**src/rtl/rect_fill_engine_if.sv**
```systemverilog
// Command and pixel-write bundle between a fill requester and rect_fill_engine.
// master issues commands and observes the pixel stream; slave is the engine.
interface rect_fill_engine_if;
  logic       CMD_VALID;
  logic       CMD_READY;
  logic [9:0] CMD_X0;
  logic [9:0] CMD_Y0;
  logic [9:0] CMD_W;
  logic [9:0] CMD_H;
  logic [7:0] CMD_COLOR;
  logic       PIX_WE;
  logic [9:0] PIX_HORIZONTAL;
  logic [9:0] PIX_VERTICAL;
  logic [7:0] PIX_COLOR;
  logic       BUSY;
  logic       DONE;

  modport master (
    output CMD_VALID, CMD_X0, CMD_Y0, CMD_W, CMD_H, CMD_COLOR,
    input  CMD_READY, PIX_WE, PIX_HORIZONTAL, PIX_VERTICAL, PIX_COLOR, BUSY, DONE
  );

  modport slave (
    input  CMD_VALID, CMD_X0, CMD_Y0, CMD_W, CMD_H, CMD_COLOR,
    output CMD_READY, PIX_WE, PIX_HORIZONTAL, PIX_VERTICAL, PIX_COLOR, BUSY, DONE
  );
endinterface

```
**src/rtl/rect_fill_engine.sv**
```systemverilog
// Rectangle fill engine: accepts one fill command, sweeps the clipped rectangle
// in raster order at one pixel per clock, then pulses DONE.
module rect_fill_engine #(
  parameter int unsigned HSIZE = 800,
  parameter int unsigned VSIZE = 600
) (
  input  logic PIXEL_CLK,
  input  logic RST_N,
  rect_fill_engine_if.slave bus
);
  localparam logic [10:0] HSIZE_EXT = 11'(HSIZE);
  localparam logic [10:0] VSIZE_EXT = 11'(VSIZE);

  typedef enum logic [1:0] {IDLE, FILL, FIN} state_t;

  state_t      state_reg, state_next;
  logic [9:0]  x0_reg, x0_next;
  logic [10:0] xe_reg, xe_next;
  logic [10:0] ye_reg, ye_next;
  logic [9:0]  pix_h_reg, pix_h_next;
  logic [9:0]  pix_v_reg, pix_v_next;
  logic [7:0]  pix_c_reg, pix_c_next;
  logic        pix_we_reg, pix_we_next;
  logic        done_reg, done_next;

  logic [10:0] x_sum, y_sum, x_clip, y_clip, x_inc, y_inc;
  logic        cmd_empty, row_end, last_pixel;

  // The registered pixel outputs double as the sweep cursor.
  always_ff @(posedge PIXEL_CLK or negedge RST_N) begin
    if (!RST_N) begin
      state_reg  <= IDLE;
      x0_reg     <= '0;
      xe_reg     <= '0;
      ye_reg     <= '0;
      pix_h_reg  <= '0;
      pix_v_reg  <= '0;
      pix_c_reg  <= '0;
      pix_we_reg <= 1'b0;
      done_reg   <= 1'b0;
    end else begin
      state_reg  <= state_next;
      x0_reg     <= x0_next;
      xe_reg     <= xe_next;
      ye_reg     <= ye_next;
      pix_h_reg  <= pix_h_next;
      pix_v_reg  <= pix_v_next;
      pix_c_reg  <= pix_c_next;
      pix_we_reg <= pix_we_next;
      done_reg   <= done_next;
    end
  end

  always_comb begin
    state_next  = state_reg;
    x0_next     = x0_reg;
    xe_next     = xe_reg;
    ye_next     = ye_reg;
    pix_h_next  = pix_h_reg;
    pix_v_next  = pix_v_reg;
    pix_c_next  = pix_c_reg;
    pix_we_next = 1'b0;
    done_next   = 1'b0;

    // Exclusive end coordinates, clipped to the visible area in 11 bits.
    x_sum  = {1'b0, bus.CMD_X0} + {1'b0, bus.CMD_W};
    y_sum  = {1'b0, bus.CMD_Y0} + {1'b0, bus.CMD_H};
    x_clip = (x_sum > HSIZE_EXT) ? HSIZE_EXT : x_sum;
    y_clip = (y_sum > VSIZE_EXT) ? VSIZE_EXT : y_sum;
    cmd_empty = (bus.CMD_W == '0) || (bus.CMD_H == '0) ||
                ({1'b0, bus.CMD_X0} >= HSIZE_EXT) || ({1'b0, bus.CMD_Y0} >= VSIZE_EXT);

    x_inc      = {1'b0, pix_h_reg} + 11'd1;
    y_inc      = {1'b0, pix_v_reg} + 11'd1;
    row_end    = (x_inc == xe_reg);
    last_pixel = row_end && (y_inc == ye_reg);

    unique case (state_reg)
      IDLE: begin
        if (bus.CMD_VALID) begin
          if (cmd_empty) begin
            state_next = FIN;
            done_next  = 1'b1;
          end else begin
            state_next  = FILL;
            x0_next     = bus.CMD_X0;
            xe_next     = x_clip;
            ye_next     = y_clip;
            pix_h_next  = bus.CMD_X0;
            pix_v_next  = bus.CMD_Y0;
            pix_c_next  = bus.CMD_COLOR;
            pix_we_next = 1'b1;
          end
        end
      end
      FILL: begin
        if (last_pixel) begin
          state_next = FIN;
          done_next  = 1'b1;
        end else begin
          pix_we_next = 1'b1;
          if (row_end) begin
            pix_h_next = x0_reg;
            pix_v_next = y_inc[9:0];
          end else begin
            pix_h_next = x_inc[9:0];
          end
        end
      end
      FIN: state_next = IDLE;
      default: state_next = IDLE;
    endcase
  end

  assign bus.CMD_READY      = (state_reg == IDLE);
  assign bus.BUSY           = (state_reg != IDLE);
  assign bus.DONE           = done_reg;
  assign bus.PIX_WE         = pix_we_reg;
  assign bus.PIX_HORIZONTAL = pix_h_reg;
  assign bus.PIX_VERTICAL   = pix_v_reg;
  assign bus.PIX_COLOR      = pix_c_reg;
endmodule

```
**src/flat_wrapper.sv**
```systemverilog
// flat-port wrapper written by rule: the top's interface ports become plain ports
module rect_fill_engine_flat 
#(
  parameter int unsigned HSIZE = 800,
  parameter int unsigned VSIZE = 600
)
  (PIXEL_CLK, RST_N, bus_CMD_VALID, bus_CMD_X0, bus_CMD_Y0, bus_CMD_W, bus_CMD_H, bus_CMD_COLOR, bus_CMD_READY, bus_PIX_WE, bus_PIX_HORIZONTAL, bus_PIX_VERTICAL, bus_PIX_COLOR, bus_BUSY, bus_DONE);
  rect_fill_engine_if bus_i ();
  input  logic PIXEL_CLK;
  input  logic RST_N;
  input wire logic [$bits(bus_i.CMD_VALID)-1:0] bus_CMD_VALID;
  input wire logic [$bits(bus_i.CMD_X0)-1:0] bus_CMD_X0;
  input wire logic [$bits(bus_i.CMD_Y0)-1:0] bus_CMD_Y0;
  input wire logic [$bits(bus_i.CMD_W)-1:0] bus_CMD_W;
  input wire logic [$bits(bus_i.CMD_H)-1:0] bus_CMD_H;
  input wire logic [$bits(bus_i.CMD_COLOR)-1:0] bus_CMD_COLOR;
  output wire logic [$bits(bus_i.CMD_READY)-1:0] bus_CMD_READY;
  output wire logic [$bits(bus_i.PIX_WE)-1:0] bus_PIX_WE;
  output wire logic [$bits(bus_i.PIX_HORIZONTAL)-1:0] bus_PIX_HORIZONTAL;
  output wire logic [$bits(bus_i.PIX_VERTICAL)-1:0] bus_PIX_VERTICAL;
  output wire logic [$bits(bus_i.PIX_COLOR)-1:0] bus_PIX_COLOR;
  output wire logic [$bits(bus_i.BUSY)-1:0] bus_BUSY;
  output wire logic [$bits(bus_i.DONE)-1:0] bus_DONE;
  assign bus_i.CMD_VALID = bus_CMD_VALID;
  assign bus_i.CMD_X0 = bus_CMD_X0;
  assign bus_i.CMD_Y0 = bus_CMD_Y0;
  assign bus_i.CMD_W = bus_CMD_W;
  assign bus_i.CMD_H = bus_CMD_H;
  assign bus_i.CMD_COLOR = bus_CMD_COLOR;
  assign bus_CMD_READY = bus_i.CMD_READY;
  assign bus_PIX_WE = bus_i.PIX_WE;
  assign bus_PIX_HORIZONTAL = bus_i.PIX_HORIZONTAL;
  assign bus_PIX_VERTICAL = bus_i.PIX_VERTICAL;
  assign bus_PIX_COLOR = bus_i.PIX_COLOR;
  assign bus_BUSY = bus_i.BUSY;
  assign bus_DONE = bus_i.DONE;
  rect_fill_engine #(.HSIZE(HSIZE), .VSIZE(VSIZE)) u_core (.PIXEL_CLK(PIXEL_CLK), .RST_N(RST_N), .bus(bus_i));
endmodule
```
**config.mk**
```make
export PLATFORM = sky130hd
export DESIGN_NAME = rect_fill_engine_flat
export DESIGN_NICKNAME = d
export VERILOG_FILES = /design/src/rtl/rect_fill_engine_if.sv /design/src/rtl/rect_fill_engine.sv /design/src/flat_wrapper.sv
export SDC_FILE = /design/constraint.sdc
export NUM_CORES = 1
export LEC_CHECK = 0
export CAP_MARGIN = 10
export CORE_MARGIN = 8
export CORE_UTILIZATION = 39
export DETAILED_ROUTE_END_ITERATION = 6
export SYNTH_ARGS = -nofsm -noshare
export SYNTH_HDL_FRONTEND = slang
export SYNTH_SLANG_ARGS = --single-unit
```
**constraint.sdc**
```tcl
create_clock -name PIXEL_CLK -period 3.6 [get_ports PIXEL_CLK]
set_input_delay 0.72 -clock PIXEL_CLK [delete_from_list [all_inputs] [get_ports PIXEL_CLK]]
set_output_delay 0.72 -clock PIXEL_CLK [all_outputs]
set_load 0.005 [all_outputs]
```
==> reports/results.ini <==
[outcome]
outcome=finished clean

[logic_synthesis]
yosysUniqueCellTypes=63
syn-instance-count=528
synth.net_count=603
syn-mean-instance-area_um2=8.73
yosysWarnings=0
synth_sequential_area_ratio=0.347
synth-edff-count=0
postSynth.asyncResetShare=1.00
synth_top_flop_cell=sky130_fd_sc_hd__dfrtp_1
synth.cell_area_mm2=0.00461
synth.ff_latch_count=64

[timing]
grt_setup_unrepaired=false
final_worst_path_period_share=0.902
final-max-slew-violation-count=0
finalSetupViolCount=0
timing.clock.skew_ns=0.00869
fmax_mhz=308
totalNegativeSetupSlack_ns=0
hold_violations=0
slew_headroom=0.431
final.min_clock_period_ns=3.25
slew_at_the_pin_with_the_worst_max_slew_slack_ns=0.853

[detailed_routing]
dr.pass1.iters=4
routed_wire_length_um=14100
antenna_violating_nets_post_route=0
wl_per_cell_um=18.3
vias_per_cell=5.62
first_drt_iteration_drcs=250
route.detailed.drc=0
detailroute.via_count=4328

[final_layout]
area.growth.synth_to_final_pct=30.0
insertedDiodeCount=0
layout-drive-gt1-share=0.0925
finish.net_count=697
multi_input_comb_area_mm2=0.00284
layout.filler_cells=1079
sequential_cell_area_mm2=0.00160

[critical_path]
rrSetupSlack_ns=0.35
worst-endpoint-required_ns=3.81
rr_worst_depth=10
cp_slowest_cell=sky130_fd_sc_hd__or4_4
reg2reg_from=u_core.bus.PIX_HORIZONTAL[1]
start_kind=flop
timing_worst_setup_path_type=reg -> reg
critical_path.max_stage_delay_ns=0.52
worstPathCellList=ha_1 > and2_1 > o2bb2ai_1 > a32o_1 > or4_4 > nor4b_4 > buf_4 > nor2_2 > or2_1 > o22a_1
reg2reg_to=u_core.bus.PIX_VERTICAL[5]
worstSetupStartpoint=u_core.bus.PIX_HORIZONTAL[1]
end_kind=flop
path_max_fanout=8
critPathCapture=u_core.bus.PIX_VERTICAL[5]
critPathArrivalTime_ns=3.45

[cts]
max-clock-path-buffers=2
tritoncts=yes
numCtsBuffers=9
root_buffer=sky130_fd_sc_hd__clkbuf_16
worst_setup_hold_path_clk_slew_ns=0.06
h_tree_depth_reported_by_cts=3
post_cts_resize_count=0
post_cts_setup_driven_buffer_insertion_count=0
clock_sinks=64
cts_hold_repair.buffers=0
clk_latency_ns=0.33

[die]
placementRows=39
overall_die_width_um=125
fp.dieArea_mm2=0.0156
start_util=0.402
pin_count=83
core_area_mm2=0.0115
die_y_um=125

[placed_design]
buffer_ports.inserted=82
hpwlAfterDp_um=10900
gp_congestion=0.915

[power]
power.density_mw_per_mm2=770
static-leakage-power_uw=0.00255
report.power.total_uw=4610
ir_drop_uv=330

[global_routing]
grt_usage=0.180
grt_max_degree=65
globalRouteMet3Util=0.0438
groute.layer.met1.usage=0.246
met2_layer_usage_reported_by_global_route=0.275
grt_pass1_vias=4340
number_of_antenna_violations_at_the_first_check_in_global_routing=0
wire_length_of_the_first_global_routing_pass_um=23100
busiest_layer=met2
global_route.overflow_total=0

[min_path]
worstHoldPathCells=2
hp-class=reg -> reg

[flow_run]
maxCapViolCount=0

-- where the power goes --
part / internal (uW) / total (uW) / switching (uW)
registers: 1050 / 1430 / 379
clock network: 572 / 883 / 311
logic: 1210 / 2300 / 1090
-- synthesized netlist by cell type, drive strengths merged (6+ instances only) --
cell type | count | share of area
xnor2 | 29 | 0.055
or3 | 10 | 0.014
o22a | 8 | 0.015
buf | 10 | 0.014
a22o | 8 | 0.015
nand3 | 14 | 0.015
nor4 | 8 | 0.011
dfrtp | 64 | 0.35
a211oi | 7 | 0.011
nor2b | 7 | 0.0095
mux2i | 11 | 0.024
nand2 | 91 | 0.074
o21ai | 31 | 0.034
nor2 | 37 | 0.031
and2 | 6 | 0.0081
ha | 22 | 0.060
clkbuf | 14 | 0.011
mux2 | 10 | 0.031
nor3 | 8 | 0.0087
inv | 18 | 0.015
o31ai | 6 | 0.0098
a21oi | 21 | 0.023
a31oi | 7 | 0.0095
xor2 | 17 | 0.032
-- routing by layer --
layer	vias up	share of wire
li1	2078	-
met1	2081	0.47
met2	157	0.45
met3	12	0.069
met4	0	0.0089
met5	-	0
-- placed cells by master, fill, tap and decap left out, types with 5 or more instances in the layout --
| cell type | count |
|---|---|
| sky130_fd_sc_hd__a211oi_1 | 7 |
| sky130_fd_sc_hd__a21oi_1 | 21 |
| sky130_fd_sc_hd__a22o_1 | 8 |
| sky130_fd_sc_hd__a31oi_1 | 7 |
| sky130_fd_sc_hd__and2_1 | 6 |
| sky130_fd_sc_hd__buf_4 | 25 |
| sky130_fd_sc_hd__clkbuf_16 | 9 |
| sky130_fd_sc_hd__clkdlybuf4s50_1 | 81 |
| sky130_fd_sc_hd__dfrtp_1 | 64 |
| sky130_fd_sc_hd__ha_1 | 22 |
| sky130_fd_sc_hd__inv_1 | 18 |
| sky130_fd_sc_hd__mux2_4 | 8 |
| sky130_fd_sc_hd__mux2i_1 | 11 |
| sky130_fd_sc_hd__nand2_1 | 91 |
| sky130_fd_sc_hd__nand3_1 | 14 |
| sky130_fd_sc_hd__nor2_1 | 36 |
| sky130_fd_sc_hd__nor2b_1 | 7 |
| sky130_fd_sc_hd__nor3_1 | 8 |
| sky130_fd_sc_hd__nor4_1 | 8 |
| sky130_fd_sc_hd__o211ai_1 | 5 |
| sky130_fd_sc_hd__o21ai_0 | 26 |
| sky130_fd_sc_hd__o22a_1 | 8 |
| sky130_fd_sc_hd__o31ai_1 | 6 |
| sky130_fd_sc_hd__or3_1 | 10 |
| sky130_fd_sc_hd__xnor2_1 | 29 |
| sky130_fd_sc_hd__xor2_1 | 17 |
-- worst min-delay path by stage --
stage                                 start  slack, ns                      end
floorplan                             RST_N       0.42          u_core.bus.DONE
global placement    u_core.bus.PIX_COLOR[6]       0.46  u_core.bus.PIX_COLOR[6]
detailed placement  u_core.bus.PIX_COLOR[7]       0.46  u_core.bus.PIX_COLOR[7]
CTS                        u_core.x0_reg[3]       0.48         u_core.x0_reg[3]
global route               u_core.x0_reg[9]       0.50         u_core.x0_reg[9]
finish                     u_core.x0_reg[3]       0.48         u_core.x0_reg[3]
-- critical path, delay by kind of cell (launching register included) --
kind | cells | cell delay (ns)
flops | 1 | 0.42
compound gates | 3 | 0.66
buf+inv | 1 | 0.22
simple gates | 5 | 1.56
fa+ha+maj | 1 | 0.27
-- stage by stage --
step | hold WS (ns) | instances | util | area [um^2] | setup slack, ns
2_1_floorplan | 0.424 | 528 | - | 4610 | 0.488
3_3_place_gp | 0.459 | 754 | 0.496 | 5690 | 0.149
4_1_cts | 0.478 | 770 | 0.523 | 5990 | 0.353
6_report | 0.477 | 770 | 0.523 | 5990 | 0.355
3_5_place_dp | 0.462 | 754 | 0.496 | 5690 | 0.0879
5_1_grt | 0.496 | 770 | 0.523 | 5990 | 0.143
-- area by class of cell --
type                       count  share of cell area
clock buffer                  13              0.0434
clock inverter                 3             0.00668
inverter                      19              0.0119
multi-input combinational    421               0.473
sequential                    64               0.267
tap                          143              0.0299
timing repair buffer         107               0.167
-- logic make-up (layout without fill, tap and decap cells) --
group	after synthesis	after routing	synth area share
DFF	64	64	0.347
buffers and inverters	43	142	0.0410
AOI/OAI and AO/OA	127	127	0.190
xor gates and xnor gates	47	47	0.0923
adders and majority gates	24	24	0.0684
muxes	21	21	0.0548
and+or+nand+nor	202	202	0.206
Power figures use the tool's default switching activity.
